--- src/rtl/bin2bcd_seq.sv ---
// rtl/bin2bcd_seq.sv - sequential double-dabble binary-to-BCD converter, one bit per clock
//
// Converts an N_BIN-bit binary value into N_DIG packed BCD digits using shift-add-3.
// A conversion is accepted from IDLE when i_start=1. It takes N_BIN SHIFT cycles and one
// DONE cycle. o_valid pulses one cycle after DONE.
//
// Parameters:
//   N_BIN     width of the binary input (>= 2)
//   N_DIG     number of BCD digits; o_bcd is 4*N_DIG bits wide
//
// Optional build macro:
//   BIN2BCD_SIGNED_EN  i_bin is two's complement. Its magnitude is converted and the
//                      sign is reported on o_neg.
//
// Ports:
//   i_clock   system clock, rising edge
//   i_reset   synchronous active-high reset
//   i_start   conversion request, sampled only while idle
//   i_bin     binary value, captured on the accepting edge
//   o_bcd     packed BCD result, digit 0 (units) in [3:0]; held between conversions
//   o_valid   one-cycle pulse when o_bcd/o_ovf are updated
//   o_busy    high while a conversion is in progress
//   o_ovf     value did not fit in N_DIG digits (o_bcd holds value mod 10^N_DIG)
//   o_neg     (signed build only) sign of the converted value

module bin2bcd_seq #(
    parameter int N_BIN = 16,
    parameter int N_DIG = 5
) (
    input  logic                 i_clock,
    input  logic                 i_reset,
    input  logic                 i_start,
    input  logic [N_BIN-1:0]     i_bin,
    output logic [4*N_DIG-1:0]   o_bcd,
    output logic                 o_valid,
    output logic                 o_busy,
    output logic                 o_ovf
`ifdef BIN2BCD_SIGNED_EN
    ,
    output logic                 o_neg
`endif
);

    localparam int W  = 4 * N_DIG;
    localparam int CW = $clog2(N_BIN + 1);

    typedef enum logic [1:0] {
        S_IDLE  = 2'd0,
        S_SHIFT = 2'd1,
        S_DONE  = 2'd2
    } state_t;

    state_t              r_state;
    state_t              w_next_state;

    logic [N_BIN-1:0]    r_shift;
    logic [W-1:0]        r_scratch;
    logic                r_acc;
    logic [CW-1:0]       r_cnt;
    logic [W-1:0]        r_bcd;
    logic                r_ovf;
    logic                r_valid;
    logic [W-1:0]        w_corr;
    logic [N_BIN-1:0]    w_load;
    logic                w_busy;
`ifdef BIN2BCD_SIGNED_EN
    logic                r_sign;
    logic                r_neg;
`endif

    // Value loaded into the shift register on the accepting edge. In the signed build the
    // magnitude of -2^(N_BIN-1) is 2^(N_BIN-1), which still fits as an unsigned N_BIN value.
`ifdef BIN2BCD_SIGNED_EN
    assign w_load = i_bin[N_BIN-1] ? (~i_bin + {{(N_BIN-1){1'b0}}, 1'b1}) : i_bin;
`else
    assign w_load = i_bin;
`endif

    // Add-3 correction on every digit >= 5, applied to all digits in parallel before the shift.
    always_comb begin
        w_corr = r_scratch;
        for (int i = 0; i < N_DIG; i++) begin
            if (r_scratch[4*i +: 4] >= 4'd5) begin
                w_corr[4*i +: 4] = r_scratch[4*i +: 4] + 4'd3;
            end
        end
    end

    // State register
    always_ff @(posedge i_clock) begin
        if (i_reset) begin
            r_state <= S_IDLE;
        end else begin
            r_state <= w_next_state;
        end
    end

    // Next-state logic
    always_comb begin
        w_next_state = r_state;
        case (r_state)
            S_IDLE:  if (i_start) w_next_state = S_SHIFT;
            S_SHIFT: if (r_cnt == CW'(1)) w_next_state = S_DONE;
            S_DONE:  w_next_state = S_IDLE;
            default: w_next_state = S_IDLE;
        endcase
    end

    // Output logic
    always_comb begin
        w_busy = (r_state != S_IDLE);
    end

    // Datapath
    always_ff @(posedge i_clock) begin
        if (i_reset) begin
            r_shift   <= '0;
            r_scratch <= '0;
            r_acc     <= 1'b0;
            r_cnt     <= '0;
            r_bcd     <= '0;
            r_ovf     <= 1'b0;
            r_valid   <= 1'b0;
`ifdef BIN2BCD_SIGNED_EN
            r_sign    <= 1'b0;
            r_neg     <= 1'b0;
`endif
        end else begin
            r_valid <= (r_state == S_DONE);
            case (r_state)
                S_IDLE: begin
                    if (i_start) begin
                        r_shift   <= w_load;
                        r_scratch <= '0;
                        r_acc     <= 1'b0;
                        r_cnt     <= CW'(N_BIN);
`ifdef BIN2BCD_SIGNED_EN
                        r_sign    <= i_bin[N_BIN-1];
`endif
                    end
                end
                S_SHIFT: begin
                    // {scratch, shift} << 1; the bit leaving the top digit marks overflow.
                    r_scratch <= {w_corr[W-2:0], r_shift[N_BIN-1]};
                    r_shift   <= {r_shift[N_BIN-2:0], 1'b0};
                    r_acc     <= r_acc | w_corr[W-1];
                    r_cnt     <= r_cnt - CW'(1);
                end
                S_DONE: begin
                    r_bcd <= r_scratch;
                    r_ovf <= r_acc;
`ifdef BIN2BCD_SIGNED_EN
                    r_neg <= r_sign;
`endif
                end
                default: begin
                end
            endcase
        end
    end

    assign o_bcd   = r_bcd;
    assign o_valid = r_valid;
    assign o_busy  = w_busy;
    assign o_ovf   = r_ovf;
`ifdef BIN2BCD_SIGNED_EN
    assign o_neg   = r_neg;
`endif

endmodule

--- config.mk ---
export PLATFORM = sky130hd
export DESIGN_NAME = bin2bcd_seq
export DESIGN_NICKNAME = d
export VERILOG_FILES = /design/src/rtl/bin2bcd_seq.sv
export SDC_FILE = /design/constraint.sdc
export NUM_CORES = 1
export LEC_CHECK = 0
export CAP_MARGIN = 25
export CORE_ASPECT_RATIO = 1.2
export CORE_UTILIZATION = 38
export DETAILED_ROUTE_END_ITERATION = 8
export PLACE_DENSITY = 0.56
export SYNTH_ARGS = -nofsm -noshare
export SYNTH_HDL_FRONTEND = slang
export SYNTH_SLANG_ARGS = --single-unit
--- constraint.sdc ---
create_clock -name i_clock -period 2.1 [get_ports i_clock]
set_input_delay 0.315 -clock i_clock [delete_from_list [all_inputs] [get_ports i_clock]]
set_output_delay 0.315 -clock i_clock [all_outputs]
set_load 0.1 [all_outputs]
== Yosys cells after proc, flatten, opt, wreduce, memory -nomap -nowiden ==
Index checks and enable logic that the tools add are counted.
Widths: inputs -> output; s select.
Word-level totals
  bits in registers: 66
  input bits: 19
  word-level logic and storage cells: 46
  output and inout port bits: 23
Operators by class
  magnitude comparators: 5
  multiplexer cells: 16
  reduce and logical (&&, ||, !) cells: 5
  equality and inequality tests: 5
  add/sub/neg operators: 6
  bitwise operators: 1
Operators by type and width (count)
  $pmux 20 s2: 1
  $pmux 16 s2: 1
  $add 4x2->4 const B: 5
  $ge 4x3->1 const B: 5
  $mux 20: 1
  $mux 4: 5
  $mux 16: 1
  $pmux 5 s2: 1
  $eq 5x1->1 const B: 1
  $mux 5: 1
  $sub 5x1->5 const B: 1
  $mux 2: 2
  $ne 2x2->1 const B: 2
  $pmux 2 s2: 1
  $reduce_and 2->1: 2
  $reduce_bool 2->1: 2
  $eq 2x1->1 const B: 1
  $eq 2x2->1 const B: 1
  $logic_not 2->1: 1
  $pmux 1 s2: 1
  $mux 1: 1
  $or 1x1->1: 1

== Depth between registers and ports, before layout ==
Gate-level depths: netlist of run 1.
  word-level depth: 4
  gate-level depth with buffers: 6

== Worst setup path after synthesis of run 1 ==
Ideal clock, no wire load.
  path type: reg2out
  start point: register r_state[0]
  end point: output port o_busy
  data arrival time: 1.395 ns
  path buffers: 3
  slack: 0.390 ns
  cell stages (with the launch flop): 5
  cells stage by stage: dfxtp_1 -> buf_2 -> buf_2 -> buf_2 -> or2_2
On the way
  word-level cells in the longest chain between the ends: 1
RTL lines
  start: declaration: line 53  | state_t r_state;
  start signal: assignment: line 94  | r_state <= w_next_state;
  $reduce_bool 2->1: line 111  | w_busy = (r_state != S_IDLE);
  end: declaration: line 36  | output logic o_busy,
Every way passes these cells.

== Worst setup path after layout of run 1 ==
Same ends and word-level chain as after synthesis.

==> results by group, run 1 <==
Run status
  • Outcome: completed

CTS
  • Post_cts resized: 0
  • Clk slew on worst S/H paths: 0.07 ns
  • Clk Latency, worst-skew pair: 0.35 ns
  • CTS tree: done
  • Clock sinks: 66
  • Postcts setup bufs: 0
  • # hold bufs at CTS: 0
  • Clk buf depth: 2
  • CTS root buf: clkbuf_8
  • Clock H-tree levels: 3
  • Cts bufs inserted: 9

Synth
  • Number of flops mapped to enable cells by yosys: 0
  • Top-area cell type share of the netlist area: 0.405
  • Synth cell count leaders: 66 x dfxtp_1, 57 x a21oi_1, 49 x nand2_1
  • Sequential share of the synthesized area: 0.405
  • Asr flop ratio synth: 0
  • Most area-consuming cells after synthesis: dfxtp_1 41%, a21oi_1 8.8%, nand2_1 5.6%, o221a_2 4.8%, ha_1 4.6%
  • Distinct cell type count after synthesis: 38
  • Mux contribution to synthesized area: 0.00307
  • Largest family of logic cells by synthesized area: compound AO/OA/AOI/OAI gates
  • Syn Nets: between 400 and 500
  • Synthesis Warnings: 0
  • Post-synthesis cell area: 0.00326 mm^2
  • Synth Flop Type: dfxtp_1
  • Flops & latches, synth: 66
  • Post-Synth Adder-Cell Area: 0.0461
  • Compound-Gate Fraction of Synth Area: 0.252
  • Most frequent cell after synthesis: dfxtp_1
  • Syn Inst Count: between 400 and 500
  • Simple-gate share of the synthesized area: 0.193
  • Top cell type by total area after synthesis: dfxtp_1
  • Syn Area/Cell: 8.01 um^2
  • Post-synthesis xor/xnor area fraction: 0.0134

Critical path
  • R2R cell count: 4
  • Crit path DAT: 1.63 ns
  • Family with the most delay on the worst path: flip-flops
  • Critical path type: reg -> out
  • Largest stage delay, worst path: 0.54 ns
  • Critical path depth: 3
  • CP Data Required Time: 1.78 ns
  • Crit Path Max Fanout: 23
  • Crit. End Element: output port
  • Startpoint Class: register
  • Critical-path cell list: buf_4 > or2_2 > buf_12
  • Slowest cell on crit path: dfxtp_1
  • Critical path endpoint: o_busy
  • Worst Path Buf+Inv: 2
  • R2r setup slk: between 0.4 and 0.5 ns
  • Reg2reg end: r_shift[3]$_SDFFE_PP0P_
  • Worst flop-to-flop path startpoint: r_state[1]$_SDFFE_PP0P_
  • Critical path origin: r_state[0]$_SDFFE_PP0P_

STA
  • Fmax: between 500 and 600 MHz
  • Slew Limit Fails: 0
  • Slew HR: 0.537
  • Setup TNS: 0 ns
  • Period minus WS final: 1.95 ns
  • Final period utilization: 0.927
  • Final setup viols: 0
  • Setup WS post-layout: between 0.15 and 0.2 ns
  • Setup Skew: 0.00882 ns
  • Hold_ws: 0.265 ns
  • RSZ-0062 raised after global routing: false
  • Worst-Margin Slew: 0.693 ns
  • Final hold viol count: 0

Hold path
  • Worst Hold Class: in -> reg
  • Hold_sp: i_reset

Routing
  • Initial drt markers: 110
  • Post-DRT Antenna Nets: 0
  • Vias/cell: 5.18
  • Wirelength, routed: 7460 um
  • Remaining DRCs: 0
  • DR vias: 2914
  • Avg WL per Cell: 13.2 um
  • Detailed Routing Iterations Pass 1: 5

Placed design
  • Pre-CTS setup slack: 0.367 ns
  • Hpwl dp: about 5000 um
  • Placed insts: between 500 and 600
  • IO Port Bufs: 41
  • Dpl cell area: 0.00373 mm^2
  • GPL Wtd Cong: 0.783

Layout
  • Layout cells sized above 1: 0.156
  • Final #Nets: roughly 480
  • Non-filler cells, final: 563
  • # fillers: 877
  • Design area: 0.00391 mm^2
  • P&R area growth vs syn: 20.1%
  • ANT cells: 0
  • Core Util, Final: 0.477

Power
  • Worst vdd ir: about 310 uV
  • Final Power: 2.66 mW
  • Leak Pwr: 1.43 nW
  • Cell Pwr Density: 680 mW/mm^2

Die
  • Full die area: 0.00895 mm^2
  • Row cnt: 36
  • Core area: about 0.0082 mm^2
  • Die extent in x: 86.5 um
  • Die height: 103 um
  • Initial Util: 0.398
  • Top Ports: 42

GRT
  • Initial antenna violation count: 0
  • Met2 usage in global routing: 0.300
  • M3 GR Usage: 0.0349
  • Global-route wire length before repair: 12700 um
  • GR Util met1: 0.230
  • Grt total ovfl: 0
  • Global routing's busiest layer: met2
  • GR Util All Layers: 0.183
  • Vias in the first global route: around 2700
  • Largest net degree at the start of global routing: 46

Job
  • Number of max-cap violations: 0
-- report_power, final --
part	internal, mW	switching (mW)	total (mW)
registers	1.30	0.0378	1.33
logic	0.146	0.173	0.319
clock network	0.523	0.487	1.01
-- cell families after synthesis --
logic type | count (synthesis)
xor gates and xnor gates | 5
DFF | 66
muxes | 1
AOI/OAI and AO/OA | 121
and+or+nand+nor | 134
adders and majority gates | 12
buffers and inverters | 68
-- worst min path at each step --
stage | to | cells past startpoint | slack (ns)
after floorplan | o_ovf$_SDFFE_PP0P_ | 2 | 0.43
after global placement | o_bcd[12]$_SDFFE_PP0P_ | 2 | 0.44
after detailed placement | o_bcd[14]$_SDFFE_PP0P_ | 2 | 0.45
after CTS | o_bcd[10]$_SDFFE_PP0P_ | 2 | 0.25
after global routing | o_bcd[10]$_SDFFE_PP0P_ | 2 | 0.29
final | o_bcd[18]$_SDFFE_PP0P_ | 2 | 0.27
-- area by class of cell --
| cell class | count | area, um^2 | area share |
|---|---|---|---|
| timing repair buffer | 55 | 465 | 0.119 |
| multi-input combinational | 273 | 1660 | 0.423 |
| clock inverter | 2 | 10.0 | 0.00256 |
| sequential | 66 | 1320 | 0.338 |
| clock buffer | 14 | 173 | 0.0441 |
| inverter | 39 | 146 | 0.0374 |
| tap | 114 | 143 | 0.0364 |
-- registers in the layout (all words and copies together) (netlist names) --
name       count
o_valid        1
r_state        2
r_acc          1
r_shift       16
r_cnt          5
r_scratch     20
o_bcd         20
o_ovf          1
-- worst reg2reg max path, delay by kind of cell, from the launching register on --
kind | cells | cell delay, ns
buffers and inverters | 2 | 0.64
AND/OR/NAND/NOR | 1 | 0.45
flip-flops | 1 | 0.32
AO/OA/AOI/OAI | 1 | 0.19
-- placed cells by master, fill, tap and decap left out, drive strengths merged, types with 2 or more instances in the layout --
cell,count
inv,39
xnor2,5
nor4b,5
clkdlybuf4s50,17
ha,12
nor2b,8
or2,2
clkinv,2
a21oi,57
nand2,49
nand2b,7
o31ai,4
a22oi,3
buf,38
nor2,35
nand3,20
o21ai,10
or3,2
dfxtp,66
o21a,6
o221a,14
nor3b,2
clkbuf,14
o211ai,11
o2111ai,10
-- layer usage --
metal | vias up | share of wire
li1 | 1485 | -
met1 | 1352 | 0.46
met4 | 0 | 0.019
met3 | 13 | 0.040
met5 | - | 0
met2 | 64 | 0.48
Power figures use the tool's default switching activity.
==> run 2: changes to the inputs <==
Settings changed: CORE_UTILIZATION 38 to 30, CTS_BUF_LIST set to sky130_fd_sc_hd__clkbuf_4 sky130_fd_sc_hd__clkbuf_8, PLACE_DENSITY 0.56 to 0.47.
==> run 2 against run 1 <==
Against the previous run:
- clock skew barely moved
- first-iteration DRC count rose by 9.1%
- design area rose by 0.22%
- count of clock-buffer cells in the layout fell by 4
- register-to-register slack improved by 0.09 ns
- critical endpoint unchanged
==> results by group, run 2 (synthesized netlist as in run 1, its figures left out) <==
STA
  • Final period utilization: 0.890
  • Setup TNS: 0 ns
  • Slew HR: 0.615
  • Setup Skew: 0.00902 ns
  • Final hold viol count: 0
  • Final setup viols: 0
  • Slew Limit Fails: 0
  • Period minus WS final: approximately 1.9 ns
  • RSZ-0062 raised after global routing: false
  • Worst-Margin Slew: 0.577 ns
  • Fmax: 535 MHz

Placed design
  • IO Port Bufs: 41
  • GPL Wtd Cong: 0.785
  • Hpwl dp: 5330 um

CTS
  • Clk buf depth: 2
  • # hold bufs at CTS: 0
  • Clk Latency, worst-skew pair: 0.34 ns
  • CTS tree: done
  • Cts bufs inserted: 9
  • Postcts setup bufs: 0
  • Clock H-tree levels: 3
  • Clock sinks: 66
  • Clk slew on worst S/H paths: ~0.070 ns
  • Post_cts resized: 0
  • CTS root buf: clkbuf_8

Critical path
  • Largest stage delay, worst path: 0.59 ns
  • R2R cell count: 5
  • Startpoint Class: register
  • Reg2reg end: o_bcd[14]$_SDFFE_PP0P_
  • Crit path DAT: 1.55 ns
  • Critical path type: reg -> out
  • R2r setup slk: 0.53 ns
  • Critical-path cell list: buf_4 > or2_2 > buf_12
  • Slowest cell on crit path: dfxtp_1
  • Crit. End Element: output port
  • Critical path origin: r_state[0]$_SDFFE_PP0P_
  • Worst flop-to-flop path startpoint: r_state[1]$_SDFFE_PP0P_
  • CP Data Required Time: 1.78 ns
  • Crit Path Max Fanout: 13

Job
  • Number of max-cap violations: 0

GRT
  • Largest net degree at the start of global routing: 51
  • GR Util All Layers: 0.147
  • Global-route wire length before repair: 13200 um
  • Grt total ovfl: 0
  • Vias in the first global route: 2814
  • Initial antenna violation count: 0

Run status
  • Outcome: completed

Die
  • Die extent in x: 97.2 um
  • Initial Util: 0.308
  • Die height: 116 um
  • Top Ports: 42
  • Row cnt: 41
  • Core area: 0.0106 mm^2
  • Full die area: 0.0113 mm^2

Routing
  • Avg WL per Cell: 13.5 um
  • Wirelength, routed: 7820 um
  • Initial drt markers: 120
  • Post-DRT Antenna Nets: 0
  • Vias/cell: 5.03
  • Remaining DRCs: 0
  • Detailed Routing Iterations Pass 1: 4
  • DR vias: around 2900

Layout
  • Most common cell after layout, fill and taps aside: dfxtp_1
  • Core Util, Final: 0.371
  • Layout cells sized above 1: 0.160
  • Final #Nets: 477
  • Register area: 0.00132 mm^2
  • P&R area growth vs syn: 20.3%
  • Most frequent cells in the layout: 66 x dfxtp_1, 57 x a21oi_1, 49 x nand2_1
  • Multi-input logic area: 0.00166 mm^2
  • # fillers: 1106
  • ANT cells: 0

Hold path
  • Worst Hold Endpoint: o_bcd[18]$_SDFFE_PP0P_
  • Hold_sp: o_bcd[18]$_SDFFE_PP0P_
  • Worst Hold Class: reg -> reg
  • Hold depth: 2

Power
  • Leak Pwr: between 1 and 1.5 nW
  • Worst vdd ir: 224 uV
  • Cell Pwr Density: roughly 650 mW/mm^2
==> run 2: worst max path at each step <==
stage,endpoint,slack [ns],cells after the start
after floorplan,o_busy,0.39,4
after global placement,r_cnt[4]$_SDFFE_PP0P_,0.39,4
after detailed placement,r_shift[8]$_SDFFE_PP0P_,0.38,4
after CTS,o_busy,0.20,3
after global routing,o_busy,0.14,3
final,o_busy,0.23,3
==> run 2: layout make-up <==
class                      count  share of cell area
clock buffer                  10              0.0351
clock inverter                 4             0.00510
inverter                      39              0.0373
multi-input combinational    273               0.422
sequential                    66               0.337
tap                          129              0.0411
timing repair buffer          57               0.122
==> run 2: power breakdown <==
group          switching [mW]  total, mW  internal [mW]  leakage [nW]
Sequential             0.0415       1.34           1.30         0.537
Combinational           0.175      0.323          0.148         0.806
Clock                   0.469      0.907          0.439        0.0875
==> run 2: per-layer routing <==
| layer | wire (um) | GRT usage | vias up |
|---|---|---|---|
| met3 | 288 | 0.0389 | 8 |
| met2 | 3720 | 0.257 | 44 |
| met1 | 3700 | 0.172 | 1372 |
| met5 | 0 | 0 | - |
| met4 | 108 | 0.0627 | 0 |
| li1 | - | - | 1484 |
==> run 2: through the flow <==
| stage | cell area [um^2] | setup slack [ns] | hold WS (ns) | power, mW | cells |
|---|---|---|---|---|---|
| 5_1_grt | 3920 | 0.139 | 0.476 | 2.71 | 578 |
| 3_5_place_dp | 3760 | 0.378 | 0.448 | 1.69 | 564 |
| 3_3_place_gp | 3760 | 0.385 | 0.444 | 1.69 | 564 |
| 4_1_cts | 3920 | 0.203 | 0.449 | 2.61 | 578 |
| 6_report | 3920 | 0.231 | 0.455 | 2.57 | 578 |
| 2_1_floorplan | 3260 | 0.390 | 0.432 | 1.57 | 407 |
==> run 2: worst max-delay path, delay by kind of cell, from the launching register on <==
kind | cells | cell delay (ns)
buffers and inverters | 2 | 0.45
DFF | 1 | 0.59
and+or+nand+nor | 1 | 0.16
==> run 3: changes to the inputs <==
Settings changed: SLEW_MARGIN set to 20.
==> results of run 3 <==
Same layout as run 2: the final DEF is identical, and so are final timing and power.
